==> src/rtl/cp0_pkg.sv <==
// Shared CP0 definitions: sequencer states, exception codes, CP0 register
// addresses, PC-mux select encodings and status/event bit positions.
package cp0_pkg;

  typedef enum logic [1:0] {ST_RUN, ST_TRAP, ST_RET} state_e;

  localparam logic [4:0] EXC_INT = 5'd0;
  localparam logic [4:0] EXC_SYS = 5'd8;
  localparam logic [4:0] EXC_RI  = 5'd10;
  localparam logic [4:0] EXC_OV  = 5'd12;

  localparam logic [4:0] C0_STATUS = 5'd12;
  localparam logic [4:0] C0_CAUSE  = 5'd13;
  localparam logic [4:0] C0_EPC    = 5'd14;

  localparam logic [1:0] SEL_SEQ = 2'b00;
  localparam logic [1:0] SEL_EPC = 2'b10;
  localparam logic [1:0] SEL_VEC = 2'b11;

  localparam int ST_IE      = 0;
  localparam int ST_PIE     = 1;
  localparam int ST_MASK_LO = 8;

  // qualified event vector bit positions, also the mask bit order
  localparam int EV_INT = 0;
  localparam int EV_SYS = 1;
  localparam int EV_RI  = 2;
  localparam int EV_OV  = 3;

endpackage

==> src/rtl/exc_prio_enc.sv <==
// Fixed-priority trap encoder: ovf > unimpl > syscall > intr.
module exc_prio_enc
  import cp0_pkg::*;
(
  input  logic [3:0] ev,
  output logic       take,
  output logic [4:0] code,
  output logic       use_pc
);

  always_comb begin
    take   = 1'b1;
    code   = EXC_INT;
    use_pc = 1'b0;
    if (ev[EV_OV]) begin
      code   = EXC_OV;
      use_pc = 1'b1;
    end else if (ev[EV_RI]) begin
      code   = EXC_RI;
      use_pc = 1'b1;
    end else if (ev[EV_SYS]) begin
      code   = EXC_SYS;
    end else if (!ev[EV_INT]) begin
      take   = 1'b0;
    end
  end

endmodule

==> src/rtl/exc_ctrl.sv <==
// Exception/interrupt sequencer: CP0 status/cause/EPC, trap prioritisation
// and registered one-cycle PC redirects with flush.
module exc_ctrl
  import cp0_pkg::*;
#(
  parameter logic [31:0] VECTOR  = 32'h0000_0008,
  parameter logic [31:0] EPC_RST = 32'h0000_0000
) (
  input  logic        clk,
  input  logic        clrn,
  input  logic [31:0] pc,
  input  logic [31:0] npc,
  input  logic        intr,
  input  logic        syscall,
  input  logic        unimpl,
  input  logic        ovf,
  input  logic        eret,
  input  logic        mtc0,
  input  logic [4:0]  c0_addr,
  input  logic [31:0] c0_wdata,
  output logic [31:0] c0_rdata,
  output logic [1:0]  selpc,
  output logic [31:0] vector,
  output logic [31:0] epc,
  output logic        flush,
  output logic        inta
);

  state_e      state_q, state_d;
  logic        ie_q, ie_d, pie_q, pie_d;
  logic [3:0]  mask_q, mask_d;
  logic [4:0]  code_q, code_d;
  logic [31:0] epc_q, epc_d;
  logic        pend_q, pend_d;
  logic        inta_q, inta_d;

  logic [3:0]  ev;
  logic        take, use_pc, sync_exc;
  logic [4:0]  take_code;

  // eret masks the interrupt so the return happens first; the still-pending
  // request is taken once IE has been restored.
  always_comb begin
    ev = '0;
    if (state_q == ST_RUN) begin
      ev[EV_OV]  = ovf     & mask_q[EV_OV];
      ev[EV_RI]  = unimpl  & mask_q[EV_RI];
      ev[EV_SYS] = syscall & mask_q[EV_SYS];
      ev[EV_INT] = pend_q & ie_q & mask_q[EV_INT] & ~eret;
    end
  end

  assign sync_exc = |ev[EV_OV:EV_SYS];

  exc_prio_enc u_prio (
    .ev     (ev),
    .take   (take),
    .code   (take_code),
    .use_pc (use_pc)
  );

  always_comb begin
    state_d = ST_RUN;
    ie_d    = ie_q;
    pie_d   = pie_q;
    mask_d  = mask_q;
    code_d  = code_q;
    epc_d   = epc_q;
    inta_d  = 1'b0;
    pend_d  = intr | (pend_q & ~inta_q);
    if (state_q == ST_RUN) begin
      if (mtc0 && !sync_exc) begin
        case (c0_addr)
          C0_STATUS: begin
            ie_d   = c0_wdata[ST_IE];
            pie_d  = c0_wdata[ST_PIE];
            mask_d = c0_wdata[ST_MASK_LO+3:ST_MASK_LO];
          end
          C0_CAUSE: code_d = c0_wdata[6:2];
          C0_EPC:   epc_d  = c0_wdata;
          default: ;
        endcase
      end
      // trap fields override a same-cycle CP0 write
      if (take) begin
        state_d = ST_TRAP;
        code_d  = take_code;
        pie_d   = ie_q;
        ie_d    = 1'b0;
        epc_d   = use_pc ? pc : npc;
        inta_d  = ~sync_exc;
      end else if (eret) begin
        state_d = ST_RET;
        ie_d    = pie_q;
      end
    end
  end

  always_ff @(posedge clk) begin
    if (!clrn) begin
      state_q <= ST_RUN;
      ie_q    <= 1'b0;
      pie_q   <= 1'b0;
      mask_q  <= '0;
      code_q  <= '0;
      epc_q   <= EPC_RST;
      pend_q  <= 1'b0;
      inta_q  <= 1'b0;
    end else begin
      state_q <= state_d;
      ie_q    <= ie_d;
      pie_q   <= pie_d;
      mask_q  <= mask_d;
      code_q  <= code_d;
      epc_q   <= epc_d;
      pend_q  <= pend_d;
      inta_q  <= inta_d;
    end
  end

  always_comb begin
    case (state_q)
      ST_TRAP: selpc = SEL_VEC;
      ST_RET:  selpc = SEL_EPC;
      default: selpc = SEL_SEQ;
    endcase
  end

  always_comb begin
    case (c0_addr)
      C0_STATUS: c0_rdata = {20'b0, mask_q, 6'b0, pie_q, ie_q};
      C0_CAUSE:  c0_rdata = {25'b0, code_q, 2'b0};
      C0_EPC:    c0_rdata = epc_q;
      default:   c0_rdata = '0;
    endcase
  end

  assign flush  = (state_q != ST_RUN);
  assign inta   = inta_q;
  assign epc    = epc_q;
  assign vector = VECTOR;

endmodule

==> config.mk <==
export PLATFORM = sky130hd
export DESIGN_NAME = exc_ctrl
export DESIGN_NICKNAME = d
export VERILOG_FILES = /design/src/rtl/cp0_pkg.sv /design/src/rtl/exc_prio_enc.sv /design/src/rtl/exc_ctrl.sv
export SDC_FILE = /design/constraint.sdc
export NUM_CORES = 1
export LEC_CHECK = 0
export CAP_MARGIN = 20
export CORE_MARGIN = 4
export CORE_UTILIZATION = 35
export CTS_BUF_LIST = sky130_fd_sc_hd__clkbuf_4 sky130_fd_sc_hd__clkbuf_8
export DETAILED_ROUTE_END_ITERATION = 7
export PLACE_DENSITY = 0.8
export REMOVE_ABC_BUFFERS = 1
export SETUP_SLACK_MARGIN = 0.2
export SYNTH_ARGS = -nofsm -noshare
export SYNTH_HDL_FRONTEND = slang
export SYNTH_SLANG_ARGS = --single-unit
==> constraint.sdc <==
create_clock -name clk -period 2 [get_ports clk]
set_clock_uncertainty 0.2 [all_clocks]
set_input_delay 0.2 -clock clk [delete_from_list [all_inputs] [get_ports clk]]
set_output_delay 0.2 -clock clk [all_outputs]
set_load 0.005 [all_outputs]
==> summary.md <==
| Metric | Value |
|---|---|
| Mapped cell area | 3330 sq um |
| Fraction of registers with async set/reset | 0 |
| Post-DP HPWL | 10.0 mm |
| Final WL | about 15 mm |
| Largest net degree at the start of global routing | 37 |
| Die area | around 11,000 sq um |
| Routability cong. | ~0.84 |
| Total track usage | 0.254 |
| Filler cell count in the final layout | between 600 and 700 |
| Layout cells sized above 1 | 0.357 |
| CP Class | in -> reg |
| DP Area | 5400 sq um |
| Root Driver | clkbuf_8 |
| Post-synth top area cell | dfxtp_1 |
| Core area | between 9000 and 10,000 sq um |
| Final Instance Count excl. Fillers | approximately 740 |
| Fmax | about 480 MHz |
| Arrival @ worst endpoint | between 2 and 2.5 ns |
| Ant diodes | 0 |
| Hold-fix buffers at CTS | 0 |
| Row cnt | 35 |
| Max-cap violations | 0 |
| CTS tree | done |
| Die width | 106 um |
| Core Util, Final | 0.678 |
| Clock-pin slew on the worst setup and hold paths | roughly 0.090 ns |
| Post-route DRC | 0 |
| Gr ovfl total | 0 |
| Max IR drop VDD | around 0.29 mV |
| Final worst slack | -0.0781 ns |
| Final period utilization | 1.04 |
| Final Cell Area | approximately 6300 sq um |
| Slew Viols, Final | 0 |
| Status | finished with violations |
| Final setup viols | 32 |
| Syn Area/Cell | around 8.5 sq um |
| Inst Count DP | 702 |
| Layout area overhead | 87.9% |
| Port buffer count | between 150 and 200 |
| Share of the synthesized area in the top cell type | 0.282 |
| Failing checks | negative setup slack |
| Drt first pass iters | 4 |
| CTS Buf Count | 5 |
| Initial Util | 0.361 |
| Post-place setup slack | -0.382 ns |
| Fin Setup TNS | -1.58 ns |
| Synth unique cells | 38 |
| Type of origin of the critical path | input pin |
| Htree depth | 2 |
| Clock Sinks | 47 |
| Drt first-iter violations | roughly 230 |
| Ys flop type | dfxtp_1 |
| Number of synthesized flops with an enable pin | 0 |
| Top Ports | between 200 and 250 |
| Post-synthesis register bit count | between 40 and 50 |
| Crit end category | flop |
| Nets | between 700 and 800 |
| Synth top area cells | dfxtp_1 (28%), o32ai_2 (15%), a221oi_1 (8.4%) |
| RSZ-0062 raised after global routing | true |
| Register area share after synthesis | 0.282 |
| WHS | roughly 0.30 ns |
| Max Buffers Root-to-Sink | 2 |
| Worst-skew pair later-pin latency | 0.30 ns |
| Number of global-route vias before repair | about 4,400 |
| WL per Instance | about 21 um |
| Fin crit period | between 2 and 2.5 ns |
| Antenna-violating nets left | 0 |
| Chip height | ~110 um |
| PD cells | roughly 340 nW/um^2 |
| Via density | about 5.6 |
| Synth warn | 0 |
| Post-Syn Instances | 391 |
| Initial antenna violation count | 0 |
| Fin. Hold Viols | 0 |
| Total power | 2.13 mW |
| Worst hold path type | reg -> reg |
| CP Data Required Time | between 2 and 2.5 ns |
| Via count | just over 4,000 |
| Crit path max fanout | 15 |
| First-pass GRT wire length | 22.8 mm |
| Static leakage | between 2 and 3 nW |
## synth_stat cells, types with 5 or more instances
cell type / count
dfxtp_1: 47
inv_1: 39
nor3_1: 35
a221oi_1: 32
and3_1: 32
buf_4: 32
clkbuf_1: 31
o32ai_2: 30
nor4_1: 24
a22o_1: 12
nor2_1: 10
nand3_1: 9
nand2_1: 8
a21oi_1: 7
buf_6: 5
## cells by family after synthesis
| family | synth area share |
|---|---|
| muxes | 0.00901 |
| and+or+nand+nor | 0.209 |
| other | 0.00225 |
| DFF | 0.282 |
| adders and majority gates | 0.00751 |
| buffers and inverters | 0.176 |
| AOI/OAI and AO/OA | 0.313 |
## report_power, final
part | leakage, nW | total [mW] | switching, mW | internal, mW
clock | 0.0446 | 0.608 | 0.349 | 0.259
sequential | 0.380 | 0.959 | 0.00972 | 0.949
combinational | 2.12 | 0.566 | 0.236 | 0.331
total | 2.54 | 2.13 | 0.594 | 1.54
## timing repair
item	4_1_cts	5_1_grt
buffers inserted	15	6
pin swaps	12	12
resized for setup	186	53
gates cloned	5	1
endpoints found under the setup margin	81	61
## layout by cell type (no fill, tap or decap), types with 6 or more instances in the layout
master and instances:
clkdlybuf4s50_1 136, dfxtp_1 46, buf_4 45, inv_1 37, nor3_1 33, and3_1 32, o32ai_2 32, conb_1 32
a221oi_2 21, buf_2 20, buf_6 18, nor4_2 16, a22o_1 12, nor2_1 7, a221oi_1 7, dlygate4sd2_1 7
buf_12 7, nor4_1 6
## registers in the layout, summed over array words and instances, names as in the netlist
signal   flops
code_q       5
ie_q         1
inta         1
pie_q        1
pend_q       1
state_q      2
epc         32
mask_q       4
## critical path, cell delays in order
cell	delay, ns
clkdlybuf4s50_1	0.46
a22o_1	0.33
a21bo_1	0.25
or4_4	0.51
buf_12	0.20
o32ai_2	0.13
## per-layer routing
metal / vias to the layer above / track usage / wire [um]
li1: 1863 / - / -
met1: 2013 / 0.285 / 5650
met2: 234 / 0.454 / 7800
met3: 43 / 0.0649 / 1320
met4: 0 / 0.108 / 498
met5: - / 0 / 0
## path summary, 6_finish.rpt
kind	from	end	slack [ns]	cells past startpoint
worst max-delay path	unimpl	epc[10]	-0.08	6
worst min-delay path	epc[3]	epc[3]	0.30	2
worst max register to register	state_q[0]	epc[10]	-0.07	8
worst min register to register	epc[3]	epc[3]	0.30	2
## cell type report
type	instances	area [sq um]	share of cell area
flip-flops and latches	47	942	0.150
multi-input cells	261	2410	0.385
inverters	39	149	0.0238
clock inverters	2	12.5	0.00200
well taps	129	161	0.0258
clock buffers	6	76.3	0.0122
repair buffers	253	2510	0.401
Note: power is estimated with default switching activity, not from simulation.
